===== src/rtl/prbs_err_pkg.sv =====
// rtl/prbs_err_pkg.sv - shared constants and sizing helpers for the PRBS error blocks
//   CHUNK_W       : popcount chunk width
//   ACC_W_DEFAULT : default accumulator width
//   nchunk(w)     : number of CHUNK_W chunks covering w bits (top chunk zero-padded)
//   cnt_w(w)      : bits needed to hold a count of 0..w
package prbs_err_pkg;

    localparam int CHUNK_W       = 16;
    localparam int ACC_W_DEFAULT = 48;

    function automatic int nchunk(input int width);
        return (width + CHUNK_W - 1) / CHUNK_W;
    endfunction

    function automatic int cnt_w(input int width);
        return $clog2(width) + 1;
    endfunction

endpackage


===== src/rtl/bit_counter.sv =====
// rtl/bit_counter.sv - combinational popcount of one WIDTH-bit vector
//   data  : input vector
//   count : number of ones in data
module bit_counter
    import prbs_err_pkg::*;
#(
    parameter int WIDTH = CHUNK_W
) (
    input  logic [WIDTH-1:0]        data,
    output logic [cnt_w(WIDTH)-1:0] count
);

    localparam int CW = cnt_w(WIDTH);

    always_comb begin
        count = '0;
        for (int i = 0; i < WIDTH; i++) begin
            count = count + CW'(data[i]);
        end
    end

endmodule


===== src/rtl/prbs_err_counter.sv =====
// rtl/prbs_err_counter.sv - pipelined bit-error counter with totals, windows and saturation
//   CLK_I, RST_I          : clock, synchronous active-high reset
//   DATA_I, VALID_I       : error vector (1 = bit error) and its qualifier
//   CLR_I                 : synchronous clear of counters and pipeline
//   WIN_LEN_I             : window length in accumulated words, 0 = continuous
//   WORD_ERR_O/_VLD_O     : popcount of one accepted word, two cycles after acceptance
//   ERR_CNT_O, BIT_CNT_O  : saturating totals of errors and compared bits
//   WIN_ERR_O, WIN_DONE_O : error count of last completed window, window-end pulse
//   SAT_O                 : sticky, set when any accumulator saturates
//   THRESH_I, ALARM_O     : window-sum threshold alarm, present only with PRBS_ERR_THRESH_EN
module prbs_err_counter
    import prbs_err_pkg::*;
#(
    parameter int WIDTH = 80,
    parameter int ACC_W = ACC_W_DEFAULT
) (
    input  logic                    CLK_I,
    input  logic                    RST_I,
    input  logic [WIDTH-1:0]        DATA_I,
    input  logic                    VALID_I,
    input  logic                    CLR_I,
    input  logic [31:0]             WIN_LEN_I,
`ifdef PRBS_ERR_THRESH_EN
    input  logic [ACC_W-1:0]        THRESH_I,
    output logic                    ALARM_O,
`endif
    output logic [cnt_w(WIDTH)-1:0] WORD_ERR_O,
    output logic                    WORD_ERR_VLD_O,
    output logic [ACC_W-1:0]        ERR_CNT_O,
    output logic [ACC_W-1:0]        BIT_CNT_O,
    output logic [ACC_W-1:0]        WIN_ERR_O,
    output logic                    WIN_DONE_O,
    output logic                    SAT_O
);

    localparam int NCHUNK = nchunk(WIDTH);
    localparam int PAD_W  = NCHUNK * CHUNK_W;
    localparam int CNT_W  = cnt_w(WIDTH);
    localparam int CCNT_W = cnt_w(CHUNK_W);
    localparam int SUM_W  = cnt_w(PAD_W);

    logic [PAD_W-1:0]  padded;
    logic [CCNT_W-1:0] chunk_cnt [NCHUNK];
    logic [CCNT_W-1:0] chunk_q   [NCHUNK];
    logic              s1_vld;
    logic [SUM_W-1:0]  chunk_sum;

    logic [ACC_W-1:0]  win_acc;
    logic [31:0]       word_cnt;

    logic [ACC_W:0]    err_sum;
    logic [ACC_W:0]    bit_sum;
    logic [ACC_W:0]    win_sum;
    logic [ACC_W-1:0]  err_next;
    logic [ACC_W-1:0]  bit_next;
    logic [ACC_W-1:0]  win_next;
    logic [32:0]       cnt_inc;
    logic              win_en;
    logic              win_close;
    logic              sat_hit;

    // Upper chunk bits beyond WIDTH stay zero so they never count as errors.
    always_comb begin
        padded = '0;
        padded[WIDTH-1:0] = DATA_I;
    end

    for (genvar g = 0; g < NCHUNK; g++) begin : g_chunk
        bit_counter #(
            .WIDTH (CHUNK_W)
        ) u_bit_counter (
            .data  (padded[g*CHUNK_W +: CHUNK_W]),
            .count (chunk_cnt[g])
        );
    end

    always_comb begin
        chunk_sum = '0;
        for (int i = 0; i < NCHUNK; i++) begin
            chunk_sum = chunk_sum + SUM_W'(chunk_q[i]);
        end
    end

    // One extra carry bit per adder detects overflow; the result clamps to all-ones.
    always_comb begin
        err_sum   = {1'b0, ERR_CNT_O} + (ACC_W+1)'(WORD_ERR_O);
        bit_sum   = {1'b0, BIT_CNT_O} + (ACC_W+1)'(WIDTH);
        win_sum   = {1'b0, win_acc}   + (ACC_W+1)'(WORD_ERR_O);
        err_next  = err_sum[ACC_W] ? '1 : err_sum[ACC_W-1:0];
        bit_next  = bit_sum[ACC_W] ? '1 : bit_sum[ACC_W-1:0];
        win_next  = win_sum[ACC_W] ? '1 : win_sum[ACC_W-1:0];
        win_en    = (WIN_LEN_I != 32'd0);
        cnt_inc   = {1'b0, word_cnt} + 33'd1;
        // >= rather than == so a window shortened below the running count closes on the next word.
        win_close = (cnt_inc >= {1'b0, WIN_LEN_I});
        sat_hit   = err_sum[ACC_W] | bit_sum[ACC_W] | (win_en & win_sum[ACC_W]);
    end

    always_ff @(posedge CLK_I) begin
        if (RST_I) begin
            s1_vld         <= 1'b0;
            for (int i = 0; i < NCHUNK; i++) begin
                chunk_q[i] <= '0;
            end
            WORD_ERR_O     <= '0;
            WORD_ERR_VLD_O <= 1'b0;
            ERR_CNT_O      <= '0;
            BIT_CNT_O      <= '0;
            WIN_ERR_O      <= '0;
            WIN_DONE_O     <= 1'b0;
            SAT_O          <= 1'b0;
            win_acc        <= '0;
            word_cnt       <= '0;
        end else begin
            // CLR_I kills both pipeline stages, including the word presented with it.
            s1_vld <= VALID_I & ~CLR_I;
            if (VALID_I && !CLR_I) begin
                for (int i = 0; i < NCHUNK; i++) begin
                    chunk_q[i] <= chunk_cnt[i];
                end
            end
            WORD_ERR_VLD_O <= s1_vld & ~CLR_I;
            if (s1_vld && !CLR_I) begin
                WORD_ERR_O <= CNT_W'(chunk_sum);
            end

            WIN_DONE_O <= 1'b0;
            if (CLR_I) begin
                ERR_CNT_O <= '0;
                BIT_CNT_O <= '0;
                WIN_ERR_O <= '0;
                SAT_O     <= 1'b0;
                win_acc   <= '0;
                word_cnt  <= '0;
            end else if (WORD_ERR_VLD_O) begin
                ERR_CNT_O <= err_next;
                BIT_CNT_O <= bit_next;
                if (sat_hit) begin
                    SAT_O <= 1'b1;
                end
                if (win_en) begin
                    if (win_close) begin
                        WIN_ERR_O  <= win_next;
                        WIN_DONE_O <= 1'b1;
                        win_acc    <= '0;
                        word_cnt   <= '0;
                    end else begin
                        win_acc    <= win_next;
                        word_cnt   <= cnt_inc[31:0];
                    end
                end
            end
        end
    end

`ifdef PRBS_ERR_THRESH_EN
    // word_cnt == 0 marks the first word of a window, which drops the previous window's alarm.
    always_ff @(posedge CLK_I) begin
        if (RST_I || CLR_I) begin
            ALARM_O <= 1'b0;
        end else if (WORD_ERR_VLD_O && win_en) begin
            ALARM_O <= ((word_cnt != 32'd0) & ALARM_O) | (win_next > THRESH_I);
        end
    end
`endif

endmodule


===== config.mk =====
export PLATFORM = sky130hd
export DESIGN_NAME = prbs_err_counter
export DESIGN_NICKNAME = d
export VERILOG_FILES = /design/src/rtl/prbs_err_pkg.sv /design/src/rtl/bit_counter.sv /design/src/rtl/prbs_err_counter.sv
export SDC_FILE = /design/constraint.sdc
export NUM_CORES = 1
export LEC_CHECK = 0
export ABC_AREA = 1
export BUFFER_PORTS_ARGS = -buffer_cell sky130_fd_sc_hd__buf_2
export CAP_MARGIN = 5
export CORE_ASPECT_RATIO = 2
export CORE_MARGIN = 2
export CORE_UTILIZATION = 59
export DETAILED_ROUTE_END_ITERATION = 10
export PLACE_DENSITY = 0.82
export SLEW_MARGIN = 20
export SYNTH_ARGS = -nofsm -noshare
export SYNTH_HDL_FRONTEND = slang
export SYNTH_SLANG_ARGS = --single-unit
export TNS_END_PERCENT = 30

===== constraint.sdc =====
create_clock -name CLK_I -period 4.7 [get_ports CLK_I]
set_input_delay 0.47 -clock CLK_I [delete_from_list [all_inputs] [get_ports CLK_I]]
set_output_delay 0.47 -clock CLK_I [all_outputs]
set_load 0.03 [all_outputs]

Word level (Yosys, flattened, before mapping)

Memory sizes are Yosys's and may differ from the RTL's.
Cells that the tools add are included.
W data, S select, Z words.

Flip-flop bits (word level): 236
Memory bits (writable): 25
Input port bits: 116
Word-level logic and storage cells: 133
Memories kept: 1

$add $sub $neg: 83
$lt $le $gt $ge: 1
Mux-type cells: 16
Bitwise logic cells: 13
Reductions and logical operators: 9

Memories:

| name    | depth | bits a word | read ports | clocked after memory_dff | write ports | RTL line               | RTL |
|---|---|---|---|---|---|---|---|
| chunk_q | 5     | 5           | 5          | 0                        | 5           | prbs_err_counter.sv:44 | `logic [CCNT_W-1:0] chunk_q [NCHUNK];` |

Operators by type and width:

| operator                | number |
|---|---|
| $add A5 B1 Y5           | 70 |
| $mux W48                | 4 |
| $add A48 B8 Y49         | 2 |
| $add A48 B7 Y49 const B | 1 |
| $add A32 B1 Y33 const B | 1 |
| $ge A33 B32 Y1          | 1 |
| $mux W32                | 1 |
| $reduce_bool A32 Y1     | 1 |
| $mux W5                 | 5 |
| $add A1 B1 Y2           | 5 |
| $add A7 B5 Y8           | 1 |
| $add A8 B5 Y8           | 1 |
| $add A6 B5 Y7           | 1 |
| $or A1 B1 Y1            | 7 |
| $add A5 B5 Y6           | 1 |
| $mux W1                 | 6 |
| $reduce_and A2 Y1       | 2 |
| $reduce_or A4 Y1        | 1 |
| $and A1 B1 Y1           | 3 |
| $not A1 Y1              | 3 |
| $reduce_and A3 Y1       | 1 |
| $logic_and A1 B1 Y1     | 2 |
| $reduce_or A2 Y1        | 1 |
| $logic_not A1 Y1        | 1 |

Logic depth before layout (Yosys ltp)

Word-level depth: 16
Depth in mapped cells: 24
Mapped depth without buffers: 23

Cells and area by module

From an unflattened synthesis, not the netlist that was laid out.

Cell total of the unflattened synthesis: 2838
Area total of the unflattened synthesis: 18839.3 um2

Modules (own cells, without submodules):

| module                                      | instances | cells an instance | area an instance (um2) |
|---|---|---|---|
| prbs_err_counter                            | 1         | 2582              | 16786.1 |
| bit_counter at g_chunk[0].u_bit_counter ... | 4         | 52                | 414.1 |
| bit_counter at g_chunk[4].u_bit_counter     | 1         | 48                | 396.6 |

Worst setup path before layout

OpenSTA, ideal clock, no wires.

Path type: input port to flip-flop
From: in DATA_I[32]
To: mem chunk_q[0][14] in the netlist's numbering (data pin)
Setup time: 255 ps
Arrival: 3632 ps
Required time: 4445 ps
Setup slack: 813 ps
Stages on the path: 15
Cell sequence: ha_1 inv_1 fa_1 inv_1 fa_1 fa_1 inv_1 fa_1 inv_1 fa_1 inv_1 fa_1 nor2_1 o21ai_0 nor2_1

RTL lines:

| item               | RTL line               | RTL |
|---|---|---|
| start: declaration | prbs_err_counter.sv:19 | `input logic [WIDTH-1:0] DATA_I,` |
| end: declaration   | prbs_err_counter.sv:44 |  |

Worst setup path after layout

From: reg word_cnt[0]
To: reg win_acc[21]

Cells in the longest elaborated chain, start to end: 3

RTL lines:

| item                     | RTL line                | RTL |
|---|---|---|
| start: declaration       | prbs_err_counter.sv:49  | `logic [31:0] word_cnt;` |
| start signal: assignment | prbs_err_counter.sv:149 | `word_cnt <= cnt_inc[31:0];` |
| $add A32 B1 Y33          | prbs_err_counter.sv:93  | `cnt_inc = {1'b0, word_cnt} + 33'd1;` |
| $ge A33 B32 Y1           | prbs_err_counter.sv:95  | `win_close = (cnt_inc >= {1'b0, WIN_LEN_I});` |
| $mux W48                 | prbs_err_counter.sv:142 | `if (win_close) begin` |
| end signal: assignment   | prbs_err_counter.sv:148 | `win_acc <= win_next;` |
| end: declaration         | prbs_err_counter.sv:48  | `logic [ACC_W-1:0] win_acc;` |

No other way between the ends.
A chain may end at the register's enable or synchronous reset.

==> summary.txt <==
Yosys
  • Synth Area in Compound Gates: 0.0699
  • Synth top area cells: dfxtp_1, nand2_1, inv_1
  • Synthesized flop and latch total: 258
  • Adder-cell share of the synthesized area: 0.127
  • Most frequent cell after synthesis: nand2_1
  • Simple-gate share of the synthesized area: 0.365
  • Commonest cells in the netlist: nand2_1, inv_1, nor2_1
  • Multiplexer share of the synthesized area: 0
  • Synth warnings: 0
  • Largest area contributor in the netlist: dfxtp_1
  • Distinct cells, synth: 42
  • Synth top area share: 0.251
  • Syn_area_per_cell: 6.47 um^2
  • Post-synth net total: 3136
  • Number of synthesized flops with an enable pin: 25
  • Main synth FF type: dfxtp_1
  • Sequential-to-total area share from yosys stat: 0.291
  • Post-Syn Area: 18600 um^2
  • Synth async-reset ratio: 0
  • Synth Instances: 2871
  • Synth Area in XOR/XNOR: 0.0330
  • Combinational family with the most area after synthesis: simple AND/OR/NAND/NOR gates

GRT
  • Largest net degree at the start of global routing: 82
  • GRT Resource Usage Total: 0.317
  • Antenna violations before repair: 0
  • Remaining Overflow, GRT: 0
  • Vias in the first global route: 17600
  • First-pass GRT wire length: 85300 um

Floorplan
  • Core area: 31300 um^2
  • Die Wd: 130 um
  • Die height: 255 um
  • Cell Rows: 92
  • Initial core utilization: 0.594
  • Io pins: 271
  • Area of the die: 33000 um^2

CTS
  • Clk slew on worst S/H paths: 0.07 ns
  • CTS Sinks: 258
  • Clock Latency Late Sink: 0.55 ns
  • H-Tree Depth: 1
  • # resized after CTS: 0
  • Hold buffers post-CTS: 0
  • Setup bufs post-CTS: 0
  • CTS tree: done
  • Root buf cell: clkbuf_16
  • Clk buf depth: 3
  • CTS buffer count: 25

STA
  • Clk_skew: 0.0135 ns
  • Final count of negative-setup-slack endpoints: 0
  • Setup TNS: 0 ns
  • Period utilization: 0.836
  • Slew headroom: 0.359
  • Final Hold Viols: 0
  • Final Max Slew Viols: 0
  • F_max: 254 MHz
  • Unrepaired setup endpoints after global routing: false
  • Period minus WS final: 3.93 ns
  • Worst-Margin Slew: 0.962 ns

Final layout
  • Nets@finish: 3366
  • Area of all placed cells without fillers: 21100 um^2
  • ANT cells: 0
  • Area growth syn-to-layout: 13.2%
  • Layout Utilization: 0.672
  • Layout cells sized above 1: 0.114
  • Finished Layout Cells: 3542

Placed design
  • Gpl congestion: 0.983
  • Placed cells: 3497
  • Post-DP Area: 20200 um^2
  • Post-DP HPWL: 40400 um
  • IO Port Bufs: 270

Route
  • Routed via count: 19000
  • WL final: 53200 um
  • WL per Instance: 15.0 um
  • DRT iter0 DRCs: 1459
  • Post-route ant nets: 0
  • # DRC: 0
  • Via density: 5.36
  • Drt pass-1 iters: 6

Worst setup path
  • Crit path arrival time: 4.39 ns
  • CP endpoint kind: register
  • Crit path max fanout: 28
  • WS Path Type: reg -> reg
  • WP data required: 5.16 ns
  • Nature of the critical path startpoint: register

Pwr
  • Pwr/cell area: 271 nW/um^2
  • LEAKAGE: 10.0 nW
  • Tot Pwr: 5.71 mW
  • Peak VDD IR: 0.292 mV

Run status
  • Run status: finished clean

Min path
  • Worst min path class: in -> reg

Job
  • Max-cap violations: 0
-- layout by cell type (no fill, tap or decap), drive strengths merged, types with 47 or more instances in the layout --
master / synthesis / layout
fa: 66 / 66
nand4: 64 / 64
nor2: 401 / 401
inv: 461 / 462
xor2: 48 / 48
nand2: 753 / 753
nand3: 285 / 285
buf: 37 / 286
a21oi: 176 / 176
ha: 83 / 83
o21ai: 56 / 56
dfxtp: 233 / 233
nor3: 47 / 47
-- critical path, cell delays in order, from the launching register on --
cell	delay [ns]
dfxtp_1	0.40
ha_1	0.23
nand2_1	0.08
nor2_2	0.14
nand2_1	0.16
nor3_1	0.50
nand2_1	0.14
xor2_1	0.17
inv_1	0.08
ha_1	0.30
nand2_1	0.07
inv_1	0.03
o21ai_0	0.13
nand2_1	0.07
nand2_1	0.06
nand3_1	0.07
nand2_1	0.09
nand2_1	0.13
nor2_8	0.30
buf_4	0.37
nand3_1	0.14
a21oi_1	0.17
-- layout make-up --
type,instances,area (um^2)
fill,2885,10300
inverter,462,1740
clock buffer,29,671
clock inverter,16,145
tap,423,529
sequential,258,5420
timing repair buffer,286,1470
multi-input combinational,2068,11100
-- cells by family (layout without fill, tap and decap cells) --
group / count (synthesis) / after routing
AO/OA/AOI/OAI: 251 / 251
AND/OR/NAND/NOR: 1598 / 1598
flip-flops: 258 / 258
adder cells (fa/ha/maj): 149 / 149
XOR/XNOR: 70 / 70
buffers and inverters: 545 / 793
-- metal layers --
metal  global-route usage  vias up  share of wire
met5                    0        -              0
met4                0.130        0          0.044
met3               0.0512      141          0.079
met2                0.524      732           0.46
met1                0.412     8629           0.41
li1                     -     9488              -
-- worst paths after layout --
check	slack, ns	cells past startpoint	endpoint	from
max	0.77	21	win_acc[21]	word_cnt[0]
min	0.19	2	WORD_ERR_O[7]	RST_I
max reg2reg	0.77	21	win_acc[21]	word_cnt[0]
min reg2reg	0.43	2	WORD_ERR_VLD_O	s1_vld
-- stage by stage --
stage	hold WS, ns	worst slack, ns
finish	0.187	0.770
global route	0.194	0.397
CTS	0.168	0.851
detailed placement	0.426	0.520
global placement	0.418	0.614
floorplan	0.417	0.813
-- power breakdown --
| part | total [mW] | internal (mW) | leakage, nW | switching (mW) |
|---|---|---|---|---|
| clock network | 2.05 | 1.13 | 0.400 | 0.913 |
| registers | 2.29 | 2.27 | 2.13 | 0.0263 |
| logic | 1.37 | 0.572 | 7.50 | 0.801 |
| total | 5.71 | 3.97 | 10.0 | 1.74 |
-- state kept, by name (all words and copies together), names as in the netlist --
register / cells
word_cnt: 32
WORD_ERR_VLD_O: 1
SAT_O: 1
WORD_ERR_O: 8
s1_vld: 1
ERR_CNT_O: 48
chunk_q: 25
WIN_DONE_O: 1
BIT_CNT_O: 45
WIN_ERR_O: 48
win_acc: 48
No activity file was read; power rests on OpenSTA's default activity.
